--- src/rtl/int_ctrl.sv ---
// rtl/int_ctrl.sv - prioritised interrupt controller with edge/level sources and vector output
//
// Ports:
//   clk        clock, all state changes on rising edge
//   reset      asynchronous active-low reset
//   irq_in     asynchronous interrupt source lines (bit i = line i)
//   cfg_we     configuration write strobe
//   cfg_sel    register select: 0 MASK, 1 MODE, 2 PEND_CLR/PEND, 3 STATUS
//   cfg_wdata  write data, low NUM_IRQ bits used
//   cfg_rdata  combinational read of the selected register
//   int_req    registered interrupt request to the CPU
//   int_ack    single-cycle CPU acknowledge
//   eoi        single-cycle CPU end-of-interrupt
//   irq_id     index of the line in request/service
//   vector     handler address VEC_BASE + irq_id*VEC_STRIDE
//   busy       high while a request is being serviced
module int_ctrl #(
    parameter int          NUM_IRQ    = 8,
    parameter int          ADDR_W     = 16,
    parameter int unsigned VEC_BASE   = 16'h0100,
    parameter int unsigned VEC_STRIDE = 4
) (
    input  logic               clk,
    input  logic               reset,
    input  logic [NUM_IRQ-1:0] irq_in,
    input  logic               cfg_we,
    input  logic [1:0]         cfg_sel,
    input  logic [15:0]        cfg_wdata,
    output logic [15:0]        cfg_rdata,
    output logic               int_req,
    input  logic               int_ack,
    input  logic               eoi,
    output logic [3:0]         irq_id,
    output logic [ADDR_W-1:0]  vector,
    output logic               busy
);

    localparam logic [1:0] ST_IDLE = 2'd0;
    localparam logic [1:0] ST_REQ  = 2'd1;
    localparam logic [1:0] ST_SVC  = 2'd2;

    logic [NUM_IRQ-1:0] s1_q, s2_q, s3_q;
    logic [NUM_IRQ-1:0] mask_q, mask_d;
    logic [NUM_IRQ-1:0] mode_q, mode_d;
    logic [NUM_IRQ-1:0] pend_q, pend_d;
    logic [1:0]         state_q, state_d;
    logic               int_req_q, int_req_d;
    logic               busy_q, busy_d;
    logic [3:0]         irq_id_q, irq_id_d;

    logic [NUM_IRQ-1:0] rise;
    logic [NUM_IRQ-1:0] pend_eff;
    logic [NUM_IRQ-1:0] eligible;
    logic [NUM_IRQ-1:0] clr;
    logic [3:0]         win_id;
    logic [15:0]        rdata;

    // Every write-data bit is consumed here so narrow configurations stay lint-clean.
    logic unused_wdata;
    assign unused_wdata = ^cfg_wdata;

    // Edge-mode lines latch rising edges; level-mode lines mirror the synchronised input.
    assign rise     = s2_q & ~s3_q & mode_q;
    assign pend_eff = (pend_q & mode_q) | (s2_q & ~mode_q);
    assign eligible = pend_eff & mask_q;

    // Lowest index wins: scan downward so the last assignment is the lowest set bit.
    always_comb begin
        win_id = '0;
        for (int i = NUM_IRQ - 1; i >= 0; i--) begin
            if (eligible[i]) win_id = 4'(i);
        end
    end

    always_comb begin
        mask_d    = mask_q;
        mode_d    = mode_q;
        clr       = '0;
        state_d   = state_q;
        int_req_d = int_req_q;
        busy_d    = busy_q;
        irq_id_d  = irq_id_q;

        if (cfg_we) begin
            case (cfg_sel)
                2'd0:    mask_d = cfg_wdata[NUM_IRQ-1:0];
                2'd1:    mode_d = cfg_wdata[NUM_IRQ-1:0];
                2'd2:    clr    = cfg_wdata[NUM_IRQ-1:0] & mode_q;
                default: ;
            endcase
        end

        case (state_q)
            ST_IDLE: begin
                if (|eligible) begin
                    irq_id_d  = win_id;
                    int_req_d = 1'b1;
                    state_d   = ST_REQ;
                end
            end
            ST_REQ: begin
                if (int_ack) begin
                    int_req_d = 1'b0;
                    busy_d    = 1'b1;
                    state_d   = ST_SVC;
                    for (int i = 0; i < NUM_IRQ; i++) begin
                        if (irq_id_q == 4'(i) && mode_q[i]) clr[i] = 1'b1;
                    end
                end
            end
            ST_SVC: begin
                if (eoi) begin
                    busy_d  = 1'b0;
                    state_d = ST_IDLE;
                end
            end
            default: state_d = ST_IDLE;
        endcase

        // A new edge on the same cycle as a clear keeps the line pending.
        pend_d = ((pend_q & ~clr) | rise) & mode_q;
    end

    always_ff @(posedge clk or negedge reset) begin
        if (!reset) begin
            s1_q      <= '0;
            s2_q      <= '0;
            s3_q      <= '0;
            mask_q    <= '0;
            mode_q    <= '0;
            pend_q    <= '0;
            state_q   <= ST_IDLE;
            int_req_q <= 1'b0;
            busy_q    <= 1'b0;
            irq_id_q  <= '0;
        end else begin
            s1_q      <= irq_in;
            s2_q      <= s1_q;
            s3_q      <= s2_q;
            mask_q    <= mask_d;
            mode_q    <= mode_d;
            pend_q    <= pend_d;
            state_q   <= state_d;
            int_req_q <= int_req_d;
            busy_q    <= busy_d;
            irq_id_q  <= irq_id_d;
        end
    end

    always_comb begin
        rdata = '0;
        case (cfg_sel)
            2'd0:    rdata[NUM_IRQ-1:0] = mask_q;
            2'd1:    rdata[NUM_IRQ-1:0] = mode_q;
            2'd2:    rdata[NUM_IRQ-1:0] = pend_eff;
            default: rdata = {10'b0, busy_q, int_req_q, irq_id_q};
        endcase
    end

    assign cfg_rdata = rdata;
    assign int_req   = int_req_q;
    assign busy      = busy_q;
    assign irq_id    = irq_id_q;
    assign vector    = ADDR_W'(VEC_BASE + 32'(irq_id_q) * VEC_STRIDE);

endmodule
--- config.mk ---
export PLATFORM = sky130hd
export DESIGN_NAME = int_ctrl
export DESIGN_NICKNAME = d
export VERILOG_FILES = /design/src/rtl/int_ctrl.sv
export SDC_FILE = /design/constraint.sdc
export NUM_CORES = 1
export LEC_CHECK = 0
export CORE_UTILIZATION = 40
export DETAILED_ROUTE_END_ITERATION = 10
export PLACE_DENSITY = 0.72
export SKIP_LAST_GASP = 1
export SYNTH_ARGS = -nofsm -noshare
export SYNTH_HDL_FRONTEND = slang
export SYNTH_SLANG_ARGS = --single-unit
--- constraint.sdc ---
create_clock -name clk -period 1.6 [get_ports clk]
set_input_delay 0.32 -clock clk [delete_from_list [all_inputs] [get_ports clk]]
set_output_delay 0.32 -clock clk [all_outputs]
set_load 0.01 [all_outputs]
======== Word-level counts from Yosys, hierarchy flattened ========
Cells that the tools add are included.
operators by class
  reductions and logical operators ........ 20
  add/subtract/negate cells ............... 1
  equal/unequal tests ..................... 14
  mux-type cells .......................... 31
  bitwise gates (word level) .............. 13
operators by type and width
  kind                    number
  $and A8 B8 Y8           8
  $mux W8                 4
  $mux W4                 6
  $not A8 Y8              3
  $pmux W8 S3             1
  $eq A4 B3 Y1 const B    4
  $or A8 B8 Y8            2
  $mux W1                 12
  $add A9 B6 Y10 const A  1
  $reduce_and A3 Y1       3
  $eq A4 B2 Y1 const B    2
  $logic_and A1 B1 Y1     8
  $reduce_or A8 Y1        1
  $mux W2                 3
  $mux W3                 2
  $ne A2 B2 Y1 const B    3
  $pmux W2 S3             1
  $reduce_and A2 Y1       3
  $eq A2 B1 Y1 const B    2
  $eq A2 B2 Y1 const B    2
  $eq A4 B1 Y1 const B    1
  $logic_not A2 Y1        2
  $logic_not A4 Y1        1
  $pmux W1 S2             2
  $reduce_bool A2 Y1      2
storage, ports and cells
  logic and storage cells ................. 89
  input port bits ......................... 31
  register bits after elaboration ......... 56
  output and inout port bits .............. 38

======== Logic depth before layout (Yosys ltp) ========
Gate-level depths: netlist (run 1).
  word-level depth ........................ 12
  depth in mapped cells ................... 6
  depth with buffers taken out ............ 5

======== Least setup slack after synthesis (run 1) ========
Ideal clock, no wire load.
  path type ............................... register to output
  start point ............................. reg mode_q[5]
  end point ............................... out cfg_rdata[5]
  stages on the path, launching flop included .. 3
  slack ................................... 3 ps
  path buffers ............................ 0
  data arrival time ....................... 1,277 ps
  cells stage by stage .................... dfrtp_1 -> mux2_4 -> mux4_1
between the ends
  longest elaborated chain between the ends .. 4
  elaborated cells on any way between the ends .. 5
ends and longest elaborated chain
  what                      line  RTL
  start: declaration        44    logic [NUM_IRQ-1:0] mode_q, mode_d;
  start signal: assignment  141   mode_q <= mode_d;
  $not A8 Y8                64    assign pend_eff = (pend_q & mode_q) | (s2_q & ~mode_q);
  $and A8 B8 Y8             64
  $or A8 B8 Y8              64
  $pmux W8 S3 *             152   case (cfg_sel)
  end: declaration          29    output logic [15:0] cfg_rdata,
Mark *: on every way between the ends. The rest lies on a longest branch, timed or not.

======== Worst setup path after layout (run 1) ========
  start point ............................. reg mode_q[1]
  end point ............................... out cfg_rdata[1]
Same word-level chain as after synthesis.

==> results.ini, run 1 <==
[finish]
antennaDiodeCount = 0
design_area_um2 = 3430
final_nets = 330
drive_gt1_frac = 0.375
fill_cells = 517
area_delta_synth_final_pct = 33.0

[clocking]
postCtsHoldBufs = 0
cts_root_buf = clkbuf_8
cts_htree_levels = 2
cts_buffer_depth = 2
cts_buffers = 5
cts.clk_slew.worst_paths_ns = 0.09
clock_sinks = 55
cts_tree = built
insertion_delay_ns = 0.30

[power_and_ir_drop]
power_density_nw_per_um2 = 1240
p_leak_uw = 0.00161
vdd_drop_max_mv = 0.667

[timing]
rsz0062_at_grt = yes
fin_tns_setup_ns = -1.82
post-route-min-period_ns = 1.96
slew_viol_final = 0
setup_ws_ns = -0.364
min_period_over_period = 1.23
finClkSkew_ns = 0.00607
hold_viol = 4
max_freq_ghz = 0.509
hold-worst-slack_ns = -0.00825
setup-violations-final = 7

[global_routing]
track_usage = 0.179
grt_max_degree = 56
grt_pass1_wl_mm = 8.87
grt_pass1_vias = 1847
grt_overflow = 0
antenna_found_initial = 0

[routing]
wl_per_cell_um = 14.4
drt_wl_total_mm = 5.39
drc = 0
via_per_inst = 4.99
drtIter0Drc = 85
vias = 1865
drt.antenna.violating_nets = 0
firstDrtPassIters = 4

[job]
drv_cap = 0

[setup_path]
critical_path.startpoint = mode_q[1]
end_kind = output pin
critPathMaxFanout = 2
path_class = reg2out
critPathRequiredTime_ns = 1.28
start_kind = register
timing.rr.start = mode_q[5]
rrSetupSlack_ns = -0.05
cp_data_arrival_time_ns = 1.64

[run_status]
violations = hold timing, setup timing
status = complete, but fails checks

[synthesis]
ys_seq_area_frac = 0.534
synth_cell_type_count = 35
ys_seq_elements = 55
yosysWarningCount = 0
synth_area_per_cell_um2 = 12.2
netlist_area_um2 = 2580
post_synth_inst_count = 211

[placed_design]
place_congestion = 0.771
dp_hpwl_mm = 4.01
placed_area_um2 = 3270
port_buffers = 38

[floorplanning]
dieArea_um2 = 6770
num_io_pins = 69
die_h_um = 82.3
core_area_um2 = 6060
std_cell_rows = 28
start_util = 0.425
die_w_um = 82.3

[hold_path]
worstHoldPathType = in2async

final timing paths:
check / to / cells after the start
worst max-delay path: cfg_rdata[1] / 3
worst min-delay path: pend_q[2] / 2
worst max register to register: irq_id[1] / 5
worst min register to register: s2_q[4] / 0
max in group asynchronous: s3_q[7] / 2
min in group clk: s2_q[4] / 0
where the power goes:
group	switching (uW)	total [uW]	internal, uW
Sequential	162	1770	1610
Clock	415	755	340
Combinational	779	1720	945
cells by family (layout without fill, tap and decap cells):
family                 count (synthesis)  in the layout  synth area share
AND/OR/NAND/NOR                       50             50            0.0917
multiplexers                          29             29             0.155
buffers and inverters                 35            103            0.0888
AO/OA/AOI/OAI                         40             40             0.128
other                                  2             22           0.00291
flip-flops                            55             55             0.534
critical path, stage by stage, from the launching register on:
cell and delay, ns:
dfrtp_1 0.41, mux2_4 0.31, mux4_2 0.48, buf_6 0.14
Yosys cell counts (all sizes together):
cell | n | area share
and2 | 1 | 0.0024
nand3 | 3 | 0.0058
and2b | 1 | 0.0029
a41oi | 1 | 0.011
nand2 | 26 | 0.038
o22ai | 6 | 0.015
inv | 7 | 0.010
o211ai | 1 | 0.0029
nand3b | 1 | 0.0029
a21oi | 6 | 0.012
a2bb2oi | 1 | 0.0058
or2 | 1 | 0.0024
mux4 | 5 | 0.045
a22oi | 4 | 0.028
nor3 | 2 | 0.0039
nor3b | 2 | 0.0078
buf | 28 | 0.079
a21o | 1 | 0.0029
o2111ai | 6 | 0.020
o21ai | 9 | 0.017
mux2i | 1 | 0.0039
mux2 | 23 | 0.11
dfrtp | 55 | 0.53
a31oi | 3 | 0.0073
nor2b | 3 | 0.0073
a32oi | 1 | 0.0034
nor2 | 6 | 0.0087
nand2b | 4 | 0.0097
conb | 2 | 0.0029
a21boi | 1 | 0.0029
per-stage QoR:
| stage | util | worst slack, ns | cells | power [uW] |
|---|---|---|---|---|
| after floorplan | - | 0.00287 | 231 | 2670 |
| after global placement | 0.540 | -0.790 | 361 | 3410 |
| after global routing | 0.566 | -0.403 | 374 | 4510 |
| after CTS | 0.558 | -0.372 | 373 | 4200 |
| after detailed placement | 0.540 | -0.807 | 361 | 3450 |
| final | 0.566 | -0.364 | 374 | 4250 |
final cells by class:
cell class | count | area, um2 | share of cell area
clock buffer | 6 | 82.6 | 0.0241
clock inverter | 1 | 5.00 | 0.00146
inverter | 7 | 26.3 | 0.00766
multi-input combinational | 141 | 1080 | 0.314
sequential | 55 | 1380 | 0.401
tap | 75 | 93.8 | 0.0274
timing repair buffer | 89 | 768 | 0.224
flip-flops by register name (all words and copies together), names as in the netlist:
| register | count |
|---|---|
| s2_q | 8 |
| s1_q | 8 |
| mask_q | 8 |
| s3_q | 8 |
| pend_q | 8 |
| mode_q | 8 |
| int_req | 1 |
| busy | 1 |
| irq_id | 3 |
| state_q | 2 |
what timing repair did:
item	CTS	global route
pin swaps	6	7
setup endpoints to repair	24	12
setup buffers	7	4
gates resized for setup	55	16
placed cells by master, fill, tap and decap left out, types with 5 or more instances in the layout:
cell type	synthesis	final
o2111ai_1	6	6
mux4_2	4	5
buf_4	25	44
nand2_1	26	23
o21ai_0	9	9
mux2_4	4	6
dfrtp_1	55	55
nor2_1	6	6
a21oi_1	6	6
mux2_2	19	17
clkdlybuf4s50_1	0	19
clkbuf_8	0	6
o22ai_1	6	6
buf_6	0	11
conb_1	2	22
dlygate4sd2_1	0	9
per-layer routing:
| layer | vias up | routed length [um] | GRT usage |
|---|---|---|---|
| li1 | 872 | - | - |
| met1 | 915 | 2450 | 0.242 |
| met2 | 69 | 2580 | 0.287 |
| met3 | 9 | 278 | 0.0319 |
| met4 | 0 | 80 | 0.0667 |
| met5 | - | 0 | 0 |
(Power assumes the default switching activity.)
==> inputs of run 2 (changes only) <==
--- a/config.mk
+++ b/config.mk
@@ -5,6 +5,7 @@
 export SDC_FILE = /design/constraint.sdc
 export NUM_CORES = 1
 export LEC_CHECK = 0
+export CORE_ASPECT_RATIO = 1.75
 export CORE_UTILIZATION = 40
 export DETAILED_ROUTE_END_ITERATION = 10
 export PLACE_DENSITY = 0.72
==> run 2 against run 1 <==
The flow finishes with violations (setup timing); largest power group unchanged; via count increased by 4.2%; hold slack improved by 0.35 ns; sequential power about the same; clock skew decreased by 0.00067 ns; combinational power about the same; first-iteration DRC count increased by 5.9%; global-route usage decreased by 0.082 points; highest routed layer unchanged; routed wire length increased by 8.0%; total power increased by 3.5%; flip-flop and latch count unchanged; critical path type unchanged; register-to-register slack got worse by 0.09 ns.
==> results.ini, run 2 (same netlist as run 1, synthesis figures left out) <==
[run_status]
status = complete, but fails checks
violations = setup timing

[timing]
setup_ws_ns = -0.367
max_freq_ghz = 0.508
slew_viol_final = 0
rsz0062_at_grt = yes
hold_viol = 0
min_period_over_period = 1.23
setup-violations-final = 8
finClkSkew_ns = 0.00541
post-route-min-period_ns = 1.97

[finish]
final_util = 0.566
antennaDiodeCount = 0
drive_gt1_frac = 0.364
final_nets = 339
final_common_cell = dfrtp_1
area_delta_synth_final_pct = 36.8
layout_common_cells = dfrtp_1, buf_4, nand2_1, conb_1, clkdlybuf4s50_1

[setup_path]
path_cells = mux2_4 -> mux4_2 -> buf_6
rrSetupSlack_ns = -0.14
critPathTopFamily = multiplexers
critical_path.startpoint = mode_q[4]
path_class = reg2out
cp.depth = 3
endpoint = cfg_rdata[4]
end_kind = output pin
critPathMaxFanout = 3
slowest_stage = mux4_2
critPathRequiredTime_ns = 1.28
cp_num_buf_inv = 1
start_kind = register
cp_slowest_stage_delay_ns = 0.48
rr_worst_depth = 6
timing.rr.start = mode_q[0]
r2r-end = irq_id[1]
cp_data_arrival_time_ns = 1.65

[clocking]
cts_tree = built
cts_buffer_depth = 2
cts.clk_slew.worst_paths_ns = 0.09
clock_sinks = 55
cts_root_buf = clkbuf_8
cts_htree_levels = 2
cts_buffers = 5
insertion_delay_ns = 0.31

[routing]
drt_wl_total_mm = 5.82
drt.antenna.violating_nets = 0
firstDrtPassIters = 6
wl_per_cell_um = 15.0
highest_layer = met4
met2WireLength_mm = 3.16
drtIter0Drc = 90
dr_wl_met3_um = 235
vias = 1943
via_per_inst = 5.01
drc = 0
met1_length_mm = 2.25

[power_and_ir_drop]
vdd_drop_max_mv = 0.613
p_leak_uw = 0.00166
power_density_nw_per_um2 = 1250

[floorplanning]
die_h_um = 108
dieArea_um2 = 6780
num_io_pins = 69
core_area_um2 = 6230
std_cell_rows = 38
die_w_um = 62.7
start_util = 0.414

[global_routing]
antenna_found_initial = 0
grt_overflow = 0
track_usage = 0.178
grt_max_degree = 56
grt_pass1_vias = 1870
grt_pass1_wl_mm = 9.03

[placed_design]
place_ws_ns = -0.866
place_congestion = 0.851
dp_hpwl_mm = 4.18
port_buffers = 38

[hold_path]
worstHoldPathType = reg2reg
hp-start = s1_q[1]

[job]
drv_cap = 0

==> run 2: cell types whose count changed in the layout (fill, tap and decap cells not counted), moves of 2 or more <==
cell     previous run  this run
buf_2               4         6
inv_1               4         6
nand2_2             3         0
inv_2               3         1
buf_12              1         3
buf_4              44        49
nand2_1            23        26
==> run 2: worst min path at each step <==
stage	end	slack, ns	cells after the start
4_1_cts	s2_q[1]	0.35	0
3_3_place_gp	s3_q[0]	0.33	2
6_report	s2_q[1]	0.35	0
3_5_place_dp	pend_q[0]	0.34	2
5_1_grt	s2_q[0]	0.37	0
2_1_floorplan	busy	0.02	0
==> run 2: area by class of cell <==
class / count / area, um2
Multi-Input combinational cell: 141 / 1060
Fill cell: 550 / 2700
Clock inverter: 1 / 30.0
Inverter: 7 / 26.3
Sequential cell: 55 / 1380
Clock buffer: 6 / 72.6
Tap cell: 80 / 100
Timing Repair Buffer: 98 / 863
==> run 2: timing repair <==
item	CTS	global route
pin swaps	4	3
setup endpoints to repair	37	10
hold buffers	1	0
setup buffers	7	11
gates resized for setup	60	10
endpoints found under the hold margin	13	0
==> run 2: report_power, final <==
part,internal [uW],total (uW),switching [uW]
registers,1610,1770,157
clock network,459,883,424
logic,965,1750,786
total,3030,4400,1370
==> run 2: metal layers <==
metal	global-route usage	vias to the layer above
met1	0.195	970
met3	0.0380	14
met2	0.327	65
met4	0.0764	0
li1	-	894
met5	0	-
==> run 2: metrics by stage <==
stage / hold WS (ns) / power (uW) / TNS (ns) / area [um2] / std cells
finish: 0.347 / 4400 / -2.00 / 3530 / 388
global route: 0.365 / 4640 / -2.59 / 3530 / 388
CTS: 0.352 / 4320 / -1.85 / 3420 / 377
detailed placement: 0.336 / 3460 / -16.43 / 3280 / 363
global placement: 0.332 / 3420 / -15.31 / 3280 / 363
floorplan: 0.0244 / 2670 / 0 / 2650 / 231
==> inputs of run 3 (changes only) <==
--- a/config.mk
+++ b/config.mk
@@ -6,7 +6,9 @@
 export NUM_CORES = 1
 export LEC_CHECK = 0
 export CORE_ASPECT_RATIO = 1.75
+export CORE_MARGIN = 8
 export CORE_UTILIZATION = 40
+export CTS_BUF_LIST = sky130_fd_sc_hd__clkbuf_16
 export DETAILED_ROUTE_END_ITERATION = 10
 export PLACE_DENSITY = 0.72
 export SKIP_LAST_GASP = 1
==> run 3 against run 2 <==
The run still ends with setup timing left; sequential share of layout area up 0.64 points; final cell count down 2.8%; register-to-register slack worse by 0.05 ns; routed wire length up 5.0%.
==> results.ini, run 3 (same netlist as run 1, synthesis figures left out) <==
[run_status]
status = complete, but fails checks
violations = setup timing

[clocking]
postCtsHoldBufs = 0
cts_tree = built
cts_htree_levels = 2
clock_sinks = 55
cts_buffers = 5
insertion_delay_ns = 0.29
cts.clk_slew.worst_paths_ns = 0.07
cts_buffer_depth = 2
cts_root_buf = clkbuf_16

[floorplanning]
core_area_um2 = 6230
std_cell_rows = 38
num_io_pins = 69
die_h_um = 122
die_w_um = 76.7
dieArea_um2 = 9370
start_util = 0.414

[setup_path]
cp_data_arrival_time_ns = 1.62
critPathTopFamily = multiplexers
start_kind = register
slowest_stage = mux4_2
path_cells = mux2_4 -> mux4_2 -> buf_2
timing.rr.start = mode_q[2]
r2r-end = irq_id[1]
critical_path.startpoint = mode_q[4]
critPathRequiredTime_ns = 1.28
rrSetupSlack_ns = -0.19
end_kind = output pin
path_class = reg2out
rr_worst_depth = 6
cp_num_buf_inv = 1
cp_slowest_stage_delay_ns = 0.45
critPathMaxFanout = 3

[placed_design]
dp_cells = 364
dp_hpwl_mm = 4.61
port_buffers = 38
placed_area_um2 = 3290
place_congestion = 0.837
place_ws_ns = -0.750

[routing]
drt_wl_total_mm = 6.12
drc = 0
vias = 1888
via_per_inst = 5.01
drtIter0Drc = 67
drt.antenna.violating_nets = 0
firstDrtPassIters = 4
wl_per_cell_um = 16.2

[finish]
multi_input_area_um2 = 1080
fill_cells = 531
final_common_cell = dfrtp_1
drive_gt1_frac = 0.360
final_cells = 377
area_delta_synth_final_pct = 34.7
antennaDiodeCount = 0
design_area_um2 = 3470
regArea_um2 = 1380
layout_common_cells = dfrtp_1, buf_4, nand2_1, conb_1, clkdlybuf4s50_1
final_nets = 327

[timing]
min_period_over_period = 1.21
hold-worst-slack_ns = 0.00836
rsz0062_at_grt = yes
post-route-min-period_ns = 1.94
slew_viol_final = 0
hold_viol = 0
setup_ws_ns = -0.339
setup-violations-final = 9
max_freq_ghz = 0.516
finClkSkew_ns = 0.00522

[global_routing]
grt_max_degree = 56
grt_pass1_vias = 2104
antenna_found_initial = 0
track_usage = 0.136
grt_pass1_wl_mm = 10.1
grt_overflow = 0

[hold_path]
worstHoldPathType = in2async

[power_and_ir_drop]
power_density_nw_per_um2 = 1290
vdd_drop_max_mv = 0.593
p_leak_uw = 0.00162

[job]
drv_cap = 0

-- run 3: cell types whose count changed in the layout (fill, tap and decap cells not counted), sizes merged --
cell and change:
clkinv +2, dlygate4sd3 -1, buf -12, clkinvlp +1, bufinv -1
-- run 3: repair_timing --
action,in CTS,in global routing
gates resized for setup,56,12
setup buffers,1,5
setup endpoints to repair,29,12
pin swaps,4,5
-- run 3: metal layers --
layer | global-route usage | part of all wire | up-vias
met5 | 0 | 0 | -
met4 | 0.0860 | 0.040 | 0
met3 | 0.0432 | 0.055 | 18
met2 | 0.239 | 0.53 | 66
met1 | 0.136 | 0.38 | 935
li1 | - | - | 869
-- run 3: metrics by stage --
step	power [uW]	TNS, ns	utilization
3_3_place_gp	3420	-12.19	0.528
2_1_floorplan	2670	0	-
5_1_grt	4760	-2.64	0.558
6_report	4500	-2.09	0.558
3_5_place_dp	3470	-12.68	0.528
4_1_cts	4470	-1.80	0.550
-- run 3: worst max-delay path by stage --
stage	cells after the start	slack [ns]	endpoint
finish	3	-0.34	cfg_rdata[4]
global route	3	-0.38	cfg_rdata[4]
CTS	3	-0.35	cfg_rdata[2]
detailed placement	5	-0.75	cfg_rdata[4]
global placement	5	-0.75	cfg_rdata[4]
floorplan	2	0.003	cfg_rdata[5]
-- run 3: final cells by class --
cell class,count,area share
clock buffer,5,0.0360
clock inverter,3,0.00432
inverter,7,0.00756
multi-input combinational,141,0.310
sequential,55,0.396
tap,80,0.0288
timing repair buffer,86,0.217
-- run 3: power breakdown --
group,switching (uW),internal (uW)
clock network,472,569
registers,160,1610
logic,776,907
